### src/rtl/wb_pkg.sv
// Shared select encodings, entry layout and register-index helper for the
// write-back stage buffer.
package wb_pkg;

    localparam logic [1:0] REG_SEL_MEM   = 2'd0;
    localparam logic [1:0] REG_SEL_ALU   = 2'd1;
    localparam logic [1:0] REG_SEL_IMM   = 2'd2;
    localparam logic [1:0] REG_SEL_PCINC = 2'd3;

    localparam logic [1:0] R7_SEL_IMM    = 2'd0;
    localparam logic [1:0] R7_SEL_MEM    = 2'd1;
    localparam logic [1:0] R7_SEL_PCIMM  = 2'd2;
    localparam logic [1:0] R7_SEL_ALU    = 2'd3;

    localparam int unsigned WB_DATA_W = 16;
    localparam int unsigned WB_NREG   = 8;
    localparam int unsigned WB_RD_W   = $clog2(WB_NREG);

    // Buffered entry at the default core configuration; the top re-declares
    // the same field order sized from its own parameters.
    typedef struct packed {
        logic [WB_RD_W-1:0]   rd;
        logic                 reg_we;
        logic                 r7_we;
        logic [WB_DATA_W-1:0] wdata;
        logic [WB_DATA_W-1:0] r7data;
    } wb_entry_t;

    function automatic int unsigned r7_index(input int unsigned nreg);
        return nreg - 1;
    endfunction

endpackage

### src/rtl/wb_fifo.sv
// Generic in-order synchronous FIFO; push and pop may coincide when full.
// With WB_STAGE_BUF_FWD_EN defined, exposes entries oldest-first for lookup.
module wb_fifo #(
    parameter int unsigned WIDTH = 8,
    parameter int unsigned DEPTH = 2
) (
    input  logic                         clk,
    input  logic                         reset,
    input  logic                         push,
    input  logic [WIDTH-1:0]             din,
    input  logic                         pop,
    output logic [WIDTH-1:0]             dout,
    output logic                         empty,
    output logic                         full
`ifdef WB_STAGE_BUF_FWD_EN
    ,
    output logic [DEPTH-1:0][WIDTH-1:0]  ordered,
    output logic [DEPTH-1:0]             live
`endif
);

    localparam int unsigned PTR_W = $clog2(DEPTH);
    localparam int unsigned CNT_W = PTR_W + 1;

    logic [WIDTH-1:0] mem [DEPTH];
    logic [PTR_W-1:0] wptr;
    logic [PTR_W-1:0] rptr;
    logic [CNT_W-1:0] count;

    // Pointers wrap naturally because DEPTH is a power of two.
    always_ff @(posedge clk) begin
        if (!reset) begin
            wptr  <= '0;
            rptr  <= '0;
            count <= '0;
        end else begin
            if (push) wptr <= wptr + PTR_W'(1);
            if (pop)  rptr <= rptr + PTR_W'(1);
            case ({push, pop})
                2'b10:   count <= count + CNT_W'(1);
                2'b01:   count <= count - CNT_W'(1);
                default: count <= count;
            endcase
        end
    end

    always_ff @(posedge clk) begin
        if (push) mem[wptr] <= din;
    end

    assign dout  = mem[rptr];
    assign empty = (count == '0);
    assign full  = (count == CNT_W'(DEPTH));

`ifdef WB_STAGE_BUF_FWD_EN
    always_comb begin
        ordered = '0;
        live    = '0;
        for (int i = 0; i < DEPTH; i++) begin
            ordered[i] = mem[PTR_W'(rptr + PTR_W'(i))];
            live[i]    = (CNT_W'(i) < count);
        end
    end
`endif

endmodule

### src/rtl/wb_stage_buf.sv
// Write-back stage: resolves MEM results at enqueue, buffers them in order and
// drains into the register file ports. WB_STAGE_BUF_FWD_EN adds a bypass lookup.
module wb_stage_buf
    import wb_pkg::*;
#(
    parameter int unsigned DATA_W = 16,
    parameter int unsigned NREG   = 8,
    parameter int unsigned DEPTH  = 2,
    parameter int unsigned CNT_W  = 32
) (
    input  logic                      clk,
    input  logic                      reset,
    input  logic                      in_valid,
    output logic                      in_ready,
    input  logic [DATA_W-1:0]         in_imm,
    input  logic [DATA_W-1:0]         in_mem,
    input  logic [DATA_W-1:0]         in_pcimm,
    input  logic [DATA_W-1:0]         in_alu,
    input  logic [DATA_W-1:0]         in_pcinc,
    input  logic [1:0]                in_reg_sel,
    input  logic [1:0]                in_r7_sel,
    input  logic [$clog2(NREG)-1:0]   in_rd,
    input  logic                      in_reg_we,
    input  logic                      in_r7_we,
    input  logic                      rf_ready,
    output logic                      rf_we,
    output logic [$clog2(NREG)-1:0]   rf_addr,
    output logic [DATA_W-1:0]         rf_data,
    output logic                      r7_we,
    output logic [DATA_W-1:0]         r7_data,
    output logic [CNT_W-1:0]          retire_count
`ifdef WB_STAGE_BUF_FWD_EN
    ,
    input  logic [$clog2(NREG)-1:0]   fwd_addr,
    output logic                      fwd_hit,
    output logic [DATA_W-1:0]         fwd_data
`endif
);

    localparam int unsigned RD_W = $clog2(NREG);
    localparam logic [RD_W-1:0] R7 = RD_W'(r7_index(NREG));

    typedef struct packed {
        logic [RD_W-1:0]   rd;
        logic              reg_we;
        logic              r7_we;
        logic [DATA_W-1:0] wdata;
        logic [DATA_W-1:0] r7data;
    } entry_t;

    localparam int unsigned ENTRY_W = $bits(entry_t);

    entry_t            enq;
    entry_t            head;
    logic [ENTRY_W-1:0] head_raw;
    logic              fire;
    logic              pop;
    logic              empty;
    logic              full;
    logic              nonempty;

    // Both data muxes resolve at enqueue so the buffer holds final write data.
    always_comb begin
        enq        = '0;
        enq.rd     = in_rd;
        enq.reg_we = in_reg_we;
        enq.r7_we  = in_r7_we;
        case (in_reg_sel)
            REG_SEL_MEM:   enq.wdata = in_mem;
            REG_SEL_ALU:   enq.wdata = in_alu;
            REG_SEL_IMM:   enq.wdata = in_imm;
            default:       enq.wdata = in_pcinc;
        endcase
        case (in_r7_sel)
            R7_SEL_IMM:    enq.r7data = in_imm;
            R7_SEL_MEM:    enq.r7data = in_mem;
            R7_SEL_PCIMM:  enq.r7data = in_pcimm;
            default:       enq.r7data = in_alu;
        endcase
    end

    assign in_ready = ~full | rf_ready;
    assign fire     = in_valid & in_ready;
    assign nonempty = ~empty;
    assign pop      = nonempty & rf_ready;

`ifdef WB_STAGE_BUF_FWD_EN
    logic [DEPTH-1:0][ENTRY_W-1:0] ordered;
    logic [DEPTH-1:0]              live;
`endif

    wb_fifo #(
        .WIDTH (ENTRY_W),
        .DEPTH (DEPTH)
    ) u_fifo (
        .clk     (clk),
        .reset   (reset),
        .push    (fire),
        .din     (enq),
        .pop     (pop),
        .dout    (head_raw),
        .empty   (empty),
        .full    (full)
`ifdef WB_STAGE_BUF_FWD_EN
        ,
        .ordered (ordered),
        .live    (live)
`endif
    );

    assign head = entry_t'(head_raw);

    // Data outputs are zeroed while empty so stale storage never leaks out.
    assign rf_addr = nonempty ? head.rd     : '0;
    assign rf_data = nonempty ? head.wdata  : '0;
    assign r7_data = nonempty ? head.r7data : '0;

    // A double write to R7 goes through the R7 port only.
    assign rf_we = pop & head.reg_we & ~(head.r7_we & (head.rd == R7));
    assign r7_we = pop & head.r7_we;

    always_ff @(posedge clk) begin
        if (!reset) begin
            retire_count <= '0;
        end else if (pop) begin
            retire_count <= retire_count + CNT_W'(1);
        end
    end

`ifdef WB_STAGE_BUF_FWD_EN
    // Oldest-to-newest scan so the newest matching entry wins.
    always_comb begin
        entry_t e;
        e        = '0;
        fwd_hit  = 1'b0;
        fwd_data = '0;
        for (int i = 0; i < DEPTH; i++) begin
            e = entry_t'(ordered[i]);
            if (live[i] && e.r7_we && (fwd_addr == R7)) begin
                fwd_hit  = 1'b1;
                fwd_data = e.r7data;
            end else if (live[i] && e.reg_we && (e.rd == fwd_addr)) begin
                fwd_hit  = 1'b1;
                fwd_data = e.wdata;
            end
        end
    end
`endif

endmodule

### config.mk
export PLATFORM = sky130hd
export DESIGN_NAME = wb_stage_buf
export DESIGN_NICKNAME = d
export VERILOG_FILES = /design/src/rtl/wb_pkg.sv /design/src/rtl/wb_fifo.sv /design/src/rtl/wb_stage_buf.sv
export SDC_FILE = /design/constraint.sdc
export NUM_CORES = 1
export LEC_CHECK = 0
export CORE_ASPECT_RATIO = 0.9
export CORE_MARGIN = 10
export CORE_UTILIZATION = 51
export CTS_CLUSTER_SIZE = 28
export DETAILED_ROUTE_END_ITERATION = 12
export GPL_TIMING_DRIVEN = 0
export MAX_ROUTING_LAYER = met4
export PLACE_DENSITY_LB_ADDON = 0.2
export SYNTH_ARGS = -nofsm -noshare
export SYNTH_HDL_FRONTEND = slang
export SYNTH_SLANG_ARGS = --single-unit
### constraint.sdc
create_clock -name clk -period 8.7 [get_ports clk]
set_input_delay 1.74 -clock clk [delete_from_list [all_inputs] [get_ports clk]]
set_output_delay 1.74 -clock clk [all_outputs]
set_load 0.01 [all_outputs]
# [Yosys cells after proc, flatten, opt, wreduce, memory -nomap -nowiden]
# Memory sizes are Yosys's and may differ from the RTL's. A register that Yosys moved wholly into a read port is not among the register bits.
# Cells that the tools add are included.
[word_totals] word_cells=42 input_bits=93 ff_bits=36 mem_count=1 mem_bits_rw=74 out_inout_bits=70
[op_classes] bitwise_logic=10 reduce_logical=4 n_addsub=5 eq_ne=8 muxes=10
[memory_table] name="u_fifo.mem" words=2 width=37 read_ports=1 rd_clocked_by_memory_dff=1 wr=1 line_no="wb_fifo.sv:25" source="logic [WIDTH-1:0] mem [DEPTH];"
[ops] op="case mux 16 bit (3 select lines)" count=2
[ops] op="adder 32 x 1 -> 32 bit, second input constant" count=1
[ops] op="two-way mux 16 bit" count=2
[ops] op="equality test 2 bit, second input constant" count=4
[ops] op="bitwise AND 1 bit" count=6
[ops] op="equality test 2 x 1 -> 1 bit, second input constant" count=3
[ops] op="zero test 2 bit" count=3
[ops] op="two-way mux 1 bit" count=4
[ops] op="case mux 2 bit (2 select lines)" count=1
[ops] op="equality test 3 bit, second input constant" count=1
[ops] op="two-way mux 3 bit" count=1
[ops] op="NOT 1 bit" count=3
[ops] op="adder 1 bit, second input constant" count=2
[ops] op="adder 2 x 1 -> 2 bit, second input constant" count=1
[ops] op="nonzero test 2 bit" count=1
[ops] op="subtractor 2 x 1 -> 2 bit, second input constant" count=1
[ops] op="bitwise OR 1 bit" count=1

# [Logic depth before layout (Yosys ltp)]
# Gate-level depths: netlist of run 1.
[depth] ltp_word=6 mapped_depth=7 mapped_depth_nobuf=6

# [Cells and area by module]
# From an unflattened synthesis of run 1, not the netlist that was laid out.
[unflattened] hier_cells=404 area_unflattened_um2=5459.0
[by_module_without_submodules] module="wb_fifo" n_inst=1 seq_area_each_um2=2322.2 area_per_inst_um2=2882.8 cells_each=137
[by_module_without_submodules] module="wb_stage_buf" n_inst=1 seq_area_each_um2=640.6 area_per_inst_um2=2576.2 cells_each=267

# [Least setup slack after synthesis of run 1]
# Ideal clock, no wire load.
[synth_path] path_kind="input to register" startpoint="input rf_ready" endpoint="memory u_fifo.mem[0][0] (netlist bit) (enable)" n_path_buf=0 slack_ps=4702 arrival_ps=3566 t_required_ps=8269 setup_ps=431 cell_stages=3 path_cell_list="or3b_2 -> nand2_1 -> nor2_1"
[synth_between] elab_chain_len=4
[synth_rtl] element="start: declaration" line_no="wb_stage_buf.sv:25" source="input logic rf_ready,"
[synth_rtl] element="bitwise OR 1 bit" line_no="wb_stage_buf.sv:82" source="assign in_ready = ~full | rf_ready;"
[synth_rtl] element="bitwise AND 1 bit" line_no="wb_stage_buf.sv:83" source="assign fire = in_valid & in_ready;"
[synth_rtl] element="two-way mux 1 bit" line_no="wb_fifo.sv:48" source="if (push) mem[wptr] <= din;"
[synth_rtl] element="two-way mux 1 bit (not written as such)" line_no="wb_fifo.sv:48"
[synth_rtl] element="end: declaration" line_no="wb_fifo.sv:25"
# Every way passes these cells.

# [Worst setup path after layout of run 1]
[layout_path] startpoint="input rf_ready" endpoint="output rf_we"
[layout_between] elab_chain_len=3
[layout_rtl] element="bitwise AND 1 bit" line_no="wb_stage_buf.sv:85" source="assign pop = nonempty & rf_ready;"
[layout_rtl] element="bitwise AND 1 bit (2 in a row)" line_no="wb_stage_buf.sv:119" source="assign rf_we = pop & head.reg_we & ~(head.r7_we & (head.rd == R7));"
[layout_rtl] element="end: declaration" line_no="wb_stage_buf.sv:26" source="output logic rf_we,"
# Every way passes these cells.

==> summary.txt, run 1 <==
Layout
  • Design Area, Final: 7410 um^2
  • Share of cells above drive strength 1: 10.2%
  • Final-stage net count: 676
  • Synth-to-Final Area Change: 38.8%
  • Ant. Diodes: 0

Worst setup path
  • Reg2reg start: u_fifo.count[1]
  • Slowest stage delay, CP: 590 ps
  • Worst EP arrival: 3350 ps
  • Kind of critical path: primary input to primary output
  • CP startpoint: rf_ready
  • FF-to-FF setup slack: 6480 ps
  • Crit-path cells: clkdlybuf4s50_1 > o21ai_1 > a21oi_1 > clkdlybuf4s50_1
  • Critical Path RT: 6960 ps
  • CP delay by family, top: buffers and inverters
  • CP Launch Type: primary input
  • WP buf/inv: 2
  • Crit Path Max Fanout: 7
  • Critical Path Sink Type: primary output
  • Critical path's slowest cell: clkdlybuf4s50_1
  • Cell mode on critical path: clkdlybuf4s50_1

Timing
  • Endpoints failing hold: 0
  • Fmax: 0.196 GHz
  • RSZ-0062 raised after global routing: no
  • Setup TNS: 0 ps
  • Tcrit/Tclk final: 58.6%
  • Tmin final: 5090 ps
  • Clock skew: 11.6 ps
  • Max-slew violation count: 0
  • Measured slew at the worst slew-check pin: 980 ps
  • Relative slew margins: 34.6%
  • Final setup vio count: 0

Detailed routing
  • Pre-Repair DR Iteration Count: 4
  • Post-Route WL: 14500 um
  • DRC errors left: 0
  • Drt initial violations: 358
  • Wire length per cell: 20.3 um
  • Final ANT Viol Nets: 0
  • Avg Vias per Cell: 5.80
  • Via count: 4149

Logic synthesis
  • Sequential cell area fraction in the yosys report: 55.5%
  • Ranking of synthesized cells by area: edfxtp_1, dfxtp_1, mux4_2
  • Syn Nets: 505
  • Yosys reg bits: 111
  • Top post-synthesis cells by count: edfxtp_1, nor2_1, mux2i_1
  • Most numerous cell in the Yosys netlist: edfxtp_1
  • Yosys top cell by area: edfxtp_1
  • Library cells used by synthesis: 41
  • Number of synthesis warnings: 0
  • Mapped Avg Cell Area: 13.0 um^2
  • Post-synth EDFFs: 74
  • Share of the synthesized area in the top cell type: 41.6%
  • Top FF cell, synth: edfxtp_1
  • Synthesized area: 5340 um^2
  • Synth Instances: 410
  • Async SR Flop Fraction: 0%

GRT
  • GRT Resource Usage Total: 19.3%
  • First-pass GRT wire length: 22300 um
  • Largest net degree at the start of global routing: 32
  • Grt ovf: 0
  • Antenna violations before repair: 0
  • Vias in the first global route: 4319

Floorplanning
  • Core area: 10200 um^2
  • Die width: 128 um
  • Initial core utilization: 52.1%
  • Top Ports: 163
  • Chip Height: 117 um
  • # rows: 35
  • Die footprint: 15000 um^2

Power and ir drop
  • Pleak: 2.42 nW
  • Maximum VDD drop: 126 uV
  • Cell area power density: 215 nW/um^2

Clock tree
  • CTS resizes: 0
  • Max clock buf depth: 2
  • CTS Hold Bufs: 0
  • CTS Root Cell: clkbuf_16
  • H-tree depth: 3
  • Clk sinks: 111
  • Clk slew on worst S/H paths: 80 ps
  • Clk_lat worst skew: 340 ps
  • Cts bufs inserted: 9
  • Post-CTS Setup Bufs: 0
  • CTS tree: built

Place
  • Placed cell area: 7140 um^2
  • Number of port buffers: 158
  • Post-DP HPWL: 11200 um
  • RD Place Congestion: 0.809

Min path
  • Tightest Hold Check Type: flip-flop to flip-flop
  • Worst Min Path Start: retire_count[31]

Job
  • Total of max-cap violations: 0

Run status
  • Status: finished, final reports clean
-- layer usage --
metal / track usage [%] / up-vias / routed length (um)
met5: - / - / 0
met4: 3.90 / 0 / 140
met3: 5.90 / 14 / 1180
met2: 31.9 / 173 / 7360
met1: 23.2 / 2026 / 5840
li1: - / 1936 / -
-- cells in the final DEF (no fill, tap or decap), types with 2 or more instances in the layout --
cell / instances
nand4_1: 11
nand3_1: 11
nor2_4: 2
o21ai_0: 6
clkdlybuf4s50_1: 158
xor2_1: 8
or4_2: 2
inv_6: 2
clkbuf_1: 22
and2_1: 3
nor2_1: 51
dfxtp_1: 37
buf_12: 2
a21oi_1: 18
o21a_1: 2
nand2_1: 18
buf_2: 2
inv_1: 7
mux2i_1: 40
nand2b_1: 5
ha_1: 2
o311ai_0: 2
xnor2_1: 5
o41ai_1: 5
mux4_2: 32
o31ai_1: 8
or4_1: 7
edfxtp_1: 74
nor3_1: 2
and3_1: 3
or3_1: 6
or4b_1: 3
and4_1: 4
clkinv_4: 2
clkbuf_16: 9
nor4_1: 2
-- worst paths after layout --
kind | to | depth (start not counted)
max reg2reg | u_fifo.count[1] | 6
min reg2reg | retire_count[31] | 2
max | rf_we | 4
min | retire_count[31] | 2
-- worst register-to-register path, stage by stage (launching register included) --
cell,delay [ps]
dfxtp_1,310
clkbuf_1,240
or3b_2,490
nand2_1,260
ha_1,320
or3_1,360
a21oi_1,170
-- report_power, final --
part	switching, W	total [W]	leakage [nW]	internal, W
logic	0.000288	0.000571	1.30	0.000282
registers	0.0000169	0.000644	0.992	0.000627
clock network	0.000180	0.000376	0.131	0.000196
total	0.000486	0.00159	2.42	0.00111
-- cell type report --
class	count	area (um^2)
Inverter	7	26.3
Clock buffer	10	229
Sequential cell	111	2960
Buffer	26	109
Clock inverter	6	43.8
Tap cell	129	161
Fill cell	722	2830
Timing Repair Buffer	160	1620
Multi-Input combinational cell	266	2260
-- per-stage QoR --
| step | std cells | hold slack [ps] | power (W) | utilization (%) | worst slack (ps) |
|---|---|---|---|---|---|
| 6_report | 715 | 471 | 0.00159 | 72.3 | 3610 |
| 5_1_grt | 715 | 519 | 0.00167 | 72.3 | 3490 |
| 4_1_cts | 715 | 478 | 0.00161 | 72.3 | 3620 |
| 3_5_place_dp | 699 | 466 | 0.00123 | 69.7 | 3640 |
| 3_3_place_gp | 697 | 451 | 0.00121 | 69.1 | 3290 |
| 2_1_floorplan | 410 | 472 | 0.000930 | - | 4700 |
-- registers in the layout (all words and copies together) (netlist names), named ones only --
name / flops
u_fifo.wptr: 1
u_fifo.mem: 74
retire_count: 32
u_fifo.count: 2
u_fifo.rptr: 1
-- cells by family (layout without fill, tap and decap cells) --
| kind of cell | after synthesis | after routing | share of synthesized area (%) |
|---|---|---|---|
| compound gates | 44 | 44 | 5.29 |
| xor+xnor | 13 | 13 | 2.13 |
| fa+ha+maj | 2 | 2 | 0.468 |
| buf+inv | 33 | 209 | 2.53 |
| flops | 111 | 111 | 55.5 |
| mux | 72 | 72 | 21.0 |
| simple gates | 135 | 135 | 13.1 |
No activity file was read; power rests on OpenSTA's default activity.
==> run 2, diff against run 1 <==
--- a/config.mk
+++ b/config.mk
@@ -7,7 +7,7 @@
 export LEC_CHECK = 0
 export CORE_ASPECT_RATIO = 0.9
 export CORE_MARGIN = 10
-export CORE_UTILIZATION = 51
+export CORE_UTILIZATION = 47
 export CTS_CLUSTER_SIZE = 28
 export DETAILED_ROUTE_END_ITERATION = 12
 export GPL_TIMING_DRIVEN = 0
==> constraint.sdc (replaced) <==
create_clock -name clk -period 4.7 [get_ports clk]
set_input_delay 0.94 -clock clk [delete_from_list [all_inputs] [get_ports clk]]
set_output_delay 0.94 -clock clk [all_outputs]
set_load 0.01 [all_outputs]
==> summary.txt, run 2 (synthesized netlist as in run 1, its figures left out) <==
Job
  • Total of max-cap violations: 0 (unchanged)

Clock tree
  • Cts bufs inserted: 9 (unchanged)
  • Clk sinks: 111 (unchanged)
  • CTS Hold Bufs: 0 (unchanged)
  • Post-CTS Setup Bufs: 0 (unchanged)
  • Clk slew on worst S/H paths: 70 ps (about the same)
  • H-tree depth: 3 (unchanged)
  • CTS resizes: 0 (unchanged)
  • Max clock buf depth: 2 (unchanged)
  • Clk_lat worst skew: 340 ps (about the same)
  • CTS Root Cell: clkbuf_16
  • CTS tree: built

Floorplanning
  • Die footprint: 16000 um^2 (+7.1%)
  • Core area: 11000 um^2 (+7.3%)
  • Chip Height: 121 um (+3.5%)
  • Initial core utilization: 48.6% (-3.5 points)
  • # rows: 36 (+2.9%)
  • Die width: 132 um (+3.5%)
  • Top Ports: 163 (unchanged)

Worst setup path
  • CP delay by family, top: buffers and inverters
  • CP Launch Type: flip-flop
  • Slowest stage delay, CP: 730 ps (+140 ps)
  • Critical Path RT: 3760 ps (-3200 ps)
  • Crit path depth: 5 (+1)
  • Crit-path cells: clkbuf_1 > clkbuf_1 > mux2i_1 > nor2_1 > clkdlybuf4s50_1
  • Reg2reg path depth: 6 (unchanged)
  • Worst EP arrival: 2810 ps (-540 ps)
  • WP buf/inv: 3 (+1)
  • Cell mode on critical path: clkbuf_1
  • Critical Path Sink Type: primary output
  • Critical path's slowest cell: clkbuf_1
  • Kind of critical path: flip-flop to primary output
  • Crit Path Max Fanout: 10 (+3)

GRT
  • Antenna violations before repair: 0 (unchanged)
  • First-pass GRT wire length: 23400 um (+5.3%)
  • Largest net degree at the start of global routing: 33 (+3.1%)
  • Grt ovf: 0 (unchanged)
  • GRT Resource Usage Total: 19.1% (-0.25 points)
  • Vias in the first global route: 4292 (-0.63%)

Timing
  • Tcrit/Tclk final: 79.7%
  • Endpoints failing hold: 0 (unchanged)
  • Fmax: 0.267 GHz
  • Setup TNS: 0 ps (unchanged)
  • RSZ-0062 raised after global routing: no
  • Final setup vio count: 0 (unchanged)
  • Max-slew violation count: 0 (unchanged)
  • Relative slew margins: 41.0% (+6.4 points)
  • Tmin final: 3750 ps
  • Clock skew: 6.64 ps (-4.96 ps)
  • Measured slew at the worst slew-check pin: 885 ps (-95.8 ps)

Power and ir drop
  • Switching Share: 30.3% (-0.18 points)
  • Internal power: 0.00207 W (+87%)
  • Cell area power density: 399 nW/um^2 (+86%)
  • Maximum VDD drop: 273 uV (+120%)
  • Flop pwr share: 40.2% (-0.3 points)
  • Pleak: 2.44 nW (+0.54%)
  • Sw Pwr: 0.000902 W (+86%)
  • Clock share of power: 24.2% (+0.6 points)
  • Logic gate share of total power: 35.6% (-0.3 points)

Layout
  • Biggest regs: u_fifo.mem (74), retire_count (32), u_fifo.count (2)
  • Largest reg by FF count: u_fifo.mem
  • Share of cells above drive strength 1: 10.4% (+0.17 points)
  • Synth-to-Final Area Change: 39.5%
  • Final-stage net count: 676 (unchanged)
  • Ant. Diodes: 0 (unchanged)
  • Design Area, Final: 7450 um^2 (+0.52%)
  • Commonest non-fill, non-tap cells in the layout: clkdlybuf4s50_1, edfxtp_1, nor2_1
  • Commonest non-fill, non-tap cell in the layout: clkdlybuf4s50_1
  • Max reg flops: 74 (unchanged)

Detailed routing
  • Drt initial violations: 437 (+22%)
  • Post-Route WL: 15300 um (+5.6%)
  • Pre-Repair DR Iteration Count: 5 (+1)
  • Avg Vias per Cell: 5.65 (-2.6%)
  • Via count: 4170 (+0.51%)
  • Final ANT Viol Nets: 0 (unchanged)
  • DRC errors left: 0 (unchanged)
  • Wire length per cell: 20.8 um (+2.3%)

Min path
  • Tightest Hold Check Type: flip-flop to flip-flop
  • Hold path depth: 2 (unchanged)

Run status
  • Status: finished, final reports clean

Place
  • RD Place Congestion: 0.839 (+3.7%)
  • Post-DP HPWL: 11700 um (+4.2%)
  • Number of port buffers: 158 (unchanged)
  • Placed cell area: 7170 um^2 (+0.40%)
## run 2: changes by cell type in the layout (fill, tap and decap cells not counted)
| cell | change |
|---|---|
| inv_4 | +3 |
| clkbuf_8 | +2 |
| clkinv_4 | -2 |
| inv_6 | -2 |
| clkbuf_1 | -1 |
| clkinv_1 | -1 |
| clkinvlp_2 | -1 |
| clkinvlp_4 | +1 |
| inv_1 | +1 |
## run 2: tightest hold or removal path, cell delays in order (launching register included)
cell	delay, ps
dfxtp_1	320
nand2_1	50
mux2i_1	50
## run 2: cell type report
cell class	count	area, um^2
plain buffers	26	109
clock inverters	5	30.0
clock buffers	11	253
flip-flops and latches	111	2960
inverters	7	26.3
multi-input cells	266	2260
fillers	860	3540
repair buffers	160	1620
well taps	152	190
## run 2: metal layers
metal / up-vias / track usage, % / routed length, um
met4: 0 / 3.64 / 183
met1: 2053 / 22.4 / 6220
met2: 166 / 32.3 / 7840
met5: - / - / 0
met3: 14 / 5.67 / 1100
li1: 1937 / - / -
## run 2: through the flow
step / setup WS, ps / cells / total power, W / hold slack, ps / utilization, %
after floorplan: 1500 / 410 / 0.00172 / 472 / -
final: 952 / 738 / 0.00297 / 476 / 67.8
after global placement: 51.2 / 720 / 0.00225 / 453 / 64.7
after CTS: 903 / 738 / 0.00300 / 480 / 67.8
after global routing: 758 / 738 / 0.00312 / 516 / 67.8
after detailed placement: 1240 / 722 / 0.00228 / 470 / 65.2
## run 2: worst paths after layout
kind / startpoint / to / slack, ps
max: flip-flop / r7_data[8] / 950
min: retire_count[31] / retire_count[31] / 480
max reg2reg: u_fifo.count[1] / u_fifo.count[1] / 2540
min reg2reg: retire_count[31] / retire_count[31] / 480
## run 2: power groups by stage
stage / clock [W] / combinational, W / sequential [W]
after floorplan: 0 / 0.000510 / 0.00121
after global placement: 0 / 0.00104 / 0.00122
after detailed placement: 0 / 0.00107 / 0.00122
after CTS: 0.000729 / 0.00107 / 0.00119
after global routing: 0.000770 / 0.00115 / 0.00120
final: 0.000720 / 0.00106 / 0.00119
==> run 3, diff against run 2 <==
--- a/config.mk
+++ b/config.mk
@@ -7,7 +7,7 @@
 export LEC_CHECK = 0
 export CORE_ASPECT_RATIO = 0.9
 export CORE_MARGIN = 10
-export CORE_UTILIZATION = 47
+export CORE_UTILIZATION = 43
 export CTS_CLUSTER_SIZE = 28
 export DETAILED_ROUTE_END_ITERATION = 12
 export GPL_TIMING_DRIVEN = 0
==> constraint.sdc (replaced) <==
create_clock -name clk -period 3.4 [get_ports clk]
set_input_delay 0.68 -clock clk [delete_from_list [all_inputs] [get_ports clk]]
set_output_delay 0.68 -clock clk [all_outputs]
set_load 0.01 [all_outputs]
==> summary.txt, run 3 (synthesized netlist as in run 1, its figures left out) <==
Layout
  • Ant. Diodes: 0 (unchanged)
  • Synth-to-Final Area Change: 39.4% (about the same)
  • Commonest non-fill, non-tap cell in the layout: clkdlybuf4s50_1
  • Biggest regs: u_fifo.mem (74), retire_count (32), u_fifo.count (2)
  • Share of cells above drive strength 1: 10.6% (+0.17 points)
  • Fillcell total: 981 (+14%)
  • Area of the multi-input gates: 2260 um^2 (unchanged)
  • Final-stage net count: 676 (unchanged)
  • FF/Latch Area: 2960 um^2 (unchanged)
  • Max reg flops: 74 (unchanged)
  • Largest reg by FF count: u_fifo.mem
  • Commonest non-fill, non-tap cells in the layout: clkdlybuf4s50_1, edfxtp_1, nor2_1
  • Design Area, Final: 7450 um^2 (about the same)

Worst setup path
  • Critical Path RT: 2720 ps (-1040 ps)
  • Critical Path Sink Type: primary output
  • CP Launch Type: flip-flop
  • Kind of critical path: flip-flop to primary output
  • Worst EP arrival: 2550 ps (-260 ps)
  • Crit Path Max Fanout: 10 (unchanged)

Place
  • Number of port buffers: 158 (unchanged)
  • Post-DP HPWL: 11200 um (-4.6%)
  • RD Place Congestion: 0.875 (+4.3%)
  • Placed cell area: 7180 um^2 (+0.14%)

Floorplanning
  • Die footprint: 17300 um^2 (+7.8%)
  • Die width: 137 um (+3.9%)
  • Initial core utilization: 44.1% (-4.5 points)
  • Core area: 12100 um^2 (+10%)
  • Top Ports: 163 (unchanged)
  • Chip Height: 126 um (+3.8%)
  • # rows: 38 (+5.6%)

Clock tree
  • CTS Hold Bufs: 0 (unchanged)
  • Clk sinks: 111 (unchanged)
  • Clk_lat worst skew: 350 ps (about the same)
  • Post-CTS Setup Bufs: 0 (unchanged)
  • H-tree depth: 3 (unchanged)
  • CTS Root Cell: clkbuf_16
  • CTS tree: built
  • Max clock buf depth: 2 (unchanged)
  • Clk slew on worst S/H paths: 70 ps (about the same)
  • Cts bufs inserted: 9 (unchanged)

Detailed routing
  • DRC errors left: 0 (unchanged)
  • Drt initial violations: 288 (-34%)
  • Post-Route WL: 14500 um (-5.2%)
  • Pre-Repair DR Iteration Count: 5 (unchanged)
  • Via count: 4054 (-2.8%)
  • Final ANT Viol Nets: 0 (unchanged)
  • Avg Vias per Cell: 5.43 (-3.8%)
  • Wire length per cell: 19.5 um (-6.3%)

Power and ir drop
  • Internal power: 0.00282 W (+36%)
  • Sw Pwr: 0.00124 W (+38%)
  • Pleak: 2.43 nW (-0.26%)
  • Switching Share: 30.6% (+0.28 points)
  • Logic gate share of total power: 35.9% (+0.3 points)
  • Design Power: 0.00406 W (+37%)
  • Cell area power density: 545 nW/um^2 (+37%)
  • Maximum VDD drop: 280 uV (+2.4%)
  • Clock share of power: 23.6% (-0.6 points)
  • Flop pwr share: 40.6% (+0.4 points)

GRT
  • Grt ovf: 0 (unchanged)
  • Vias in the first global route: 4282 (-0.23%)
  • Largest net degree at the start of global routing: 30 (-9.1%)
  • GRT Resource Usage Total: 17.3% (-1.8 points)
  • First-pass GRT wire length: 22700 um (-3.3%)
  • Antenna violations before repair: 0 (unchanged)

Timing
  • Endpoints failing hold: 0 (unchanged)
  • Relative slew margins: 44.5% (+3.4 points)
  • Tmin final: 3230 ps
  • Max-slew violation count: 0 (unchanged)
  • RSZ-0062 raised after global routing: no
  • Tcrit/Tclk final: 95.0%
  • Final setup vio count: 0 (unchanged)
  • Measured slew at the worst slew-check pin: 833 ps (-51.6 ps)
  • Clock skew: 8.48 ps (+1.84 ps)
  • Fmax: 0.310 GHz

Run status
  • Status: finished, final reports clean

Job
  • Total of max-cap violations: 0 (unchanged)

Min path
  • Tightest Hold Check Type: flip-flop to flip-flop
==> run 3: cell types whose count changed in the layout (fill, tap and decap cells not counted), sizes merged <==
cell	delta
inv	-3
clkbuf	-2
clkinv	+5
==> run 3: metrics by stage <==
step           setup WS (ps)  util [%]  hold WS, ps  std cells  setup TNS [ps]
3_5_place_dp             189      59.2          474        730               0
4_1_cts                  110      61.4          489        746               0
6_report                 169      61.4          481        746               0
5_1_grt                 12.5      61.4          499        746               0
2_1_floorplan            462         -          472        410               0
3_3_place_gp           -1060      58.8          465        728          -77980
==> run 3: per-layer routing <==
layer	routed length [um]	vias to the layer above	GRT usage, %
li1	-	1932	-
met1	5910	1954	20.0
met5	0	-	-
met3	1230	14	5.56
met4	212	0	5.20
met2	7180	154	28.0
==> run 3: worst max-delay path, cell delays in order (launching register included) <==
cell             delay [ps]
dfxtp_1                 330
clkbuf_1                510
clkbuf_2                480
nand3_1                 130
a21oi_1                 180
clkdlybuf4s50_1         570
==> run 3: worst paths after layout <==
| check | slack, ps | end | depth (start not counted) | from |
|---|---|---|---|---|
| hold / removal | 480 | retire_count[31] | 2 | retire_count[31] |
| setup reg to reg | 1210 | u_fifo.count[1] | 6 | u_fifo.count[1] |
| hold reg to reg | 480 | retire_count[31] | 2 | retire_count[31] |
| setup / recovery | 170 | rf_we | 5 | flip-flop |
==> run 3: power by group through the flow <==
stage / logic, W / registers [W] / clock network [W]
floorplan: 0.000705 / 0.00167 / 0
global placement: 0.00145 / 0.00168 / 0
detailed placement: 0.00148 / 0.00168 / 0
CTS: 0.00149 / 0.00165 / 0.000981
global route: 0.00158 / 0.00166 / 0.00104
finish: 0.00146 / 0.00165 / 0.000957
==> run 3: cell type report <==
type	count	share of cell area [%]
sequential	111	39.8
multi-input combinational	266	30.3
timing repair buffer	160	21.8
clock buffer	9	3.02
tap	160	2.69
buffer	26	1.51
clock inverter	7	0.521
inverter	7	0.353
==> run 3: what timing repair did <==
item	CTS	global route
resized for setup	2	2
setup endpoints to repair	20	1
hold endpoints to repair	0	0
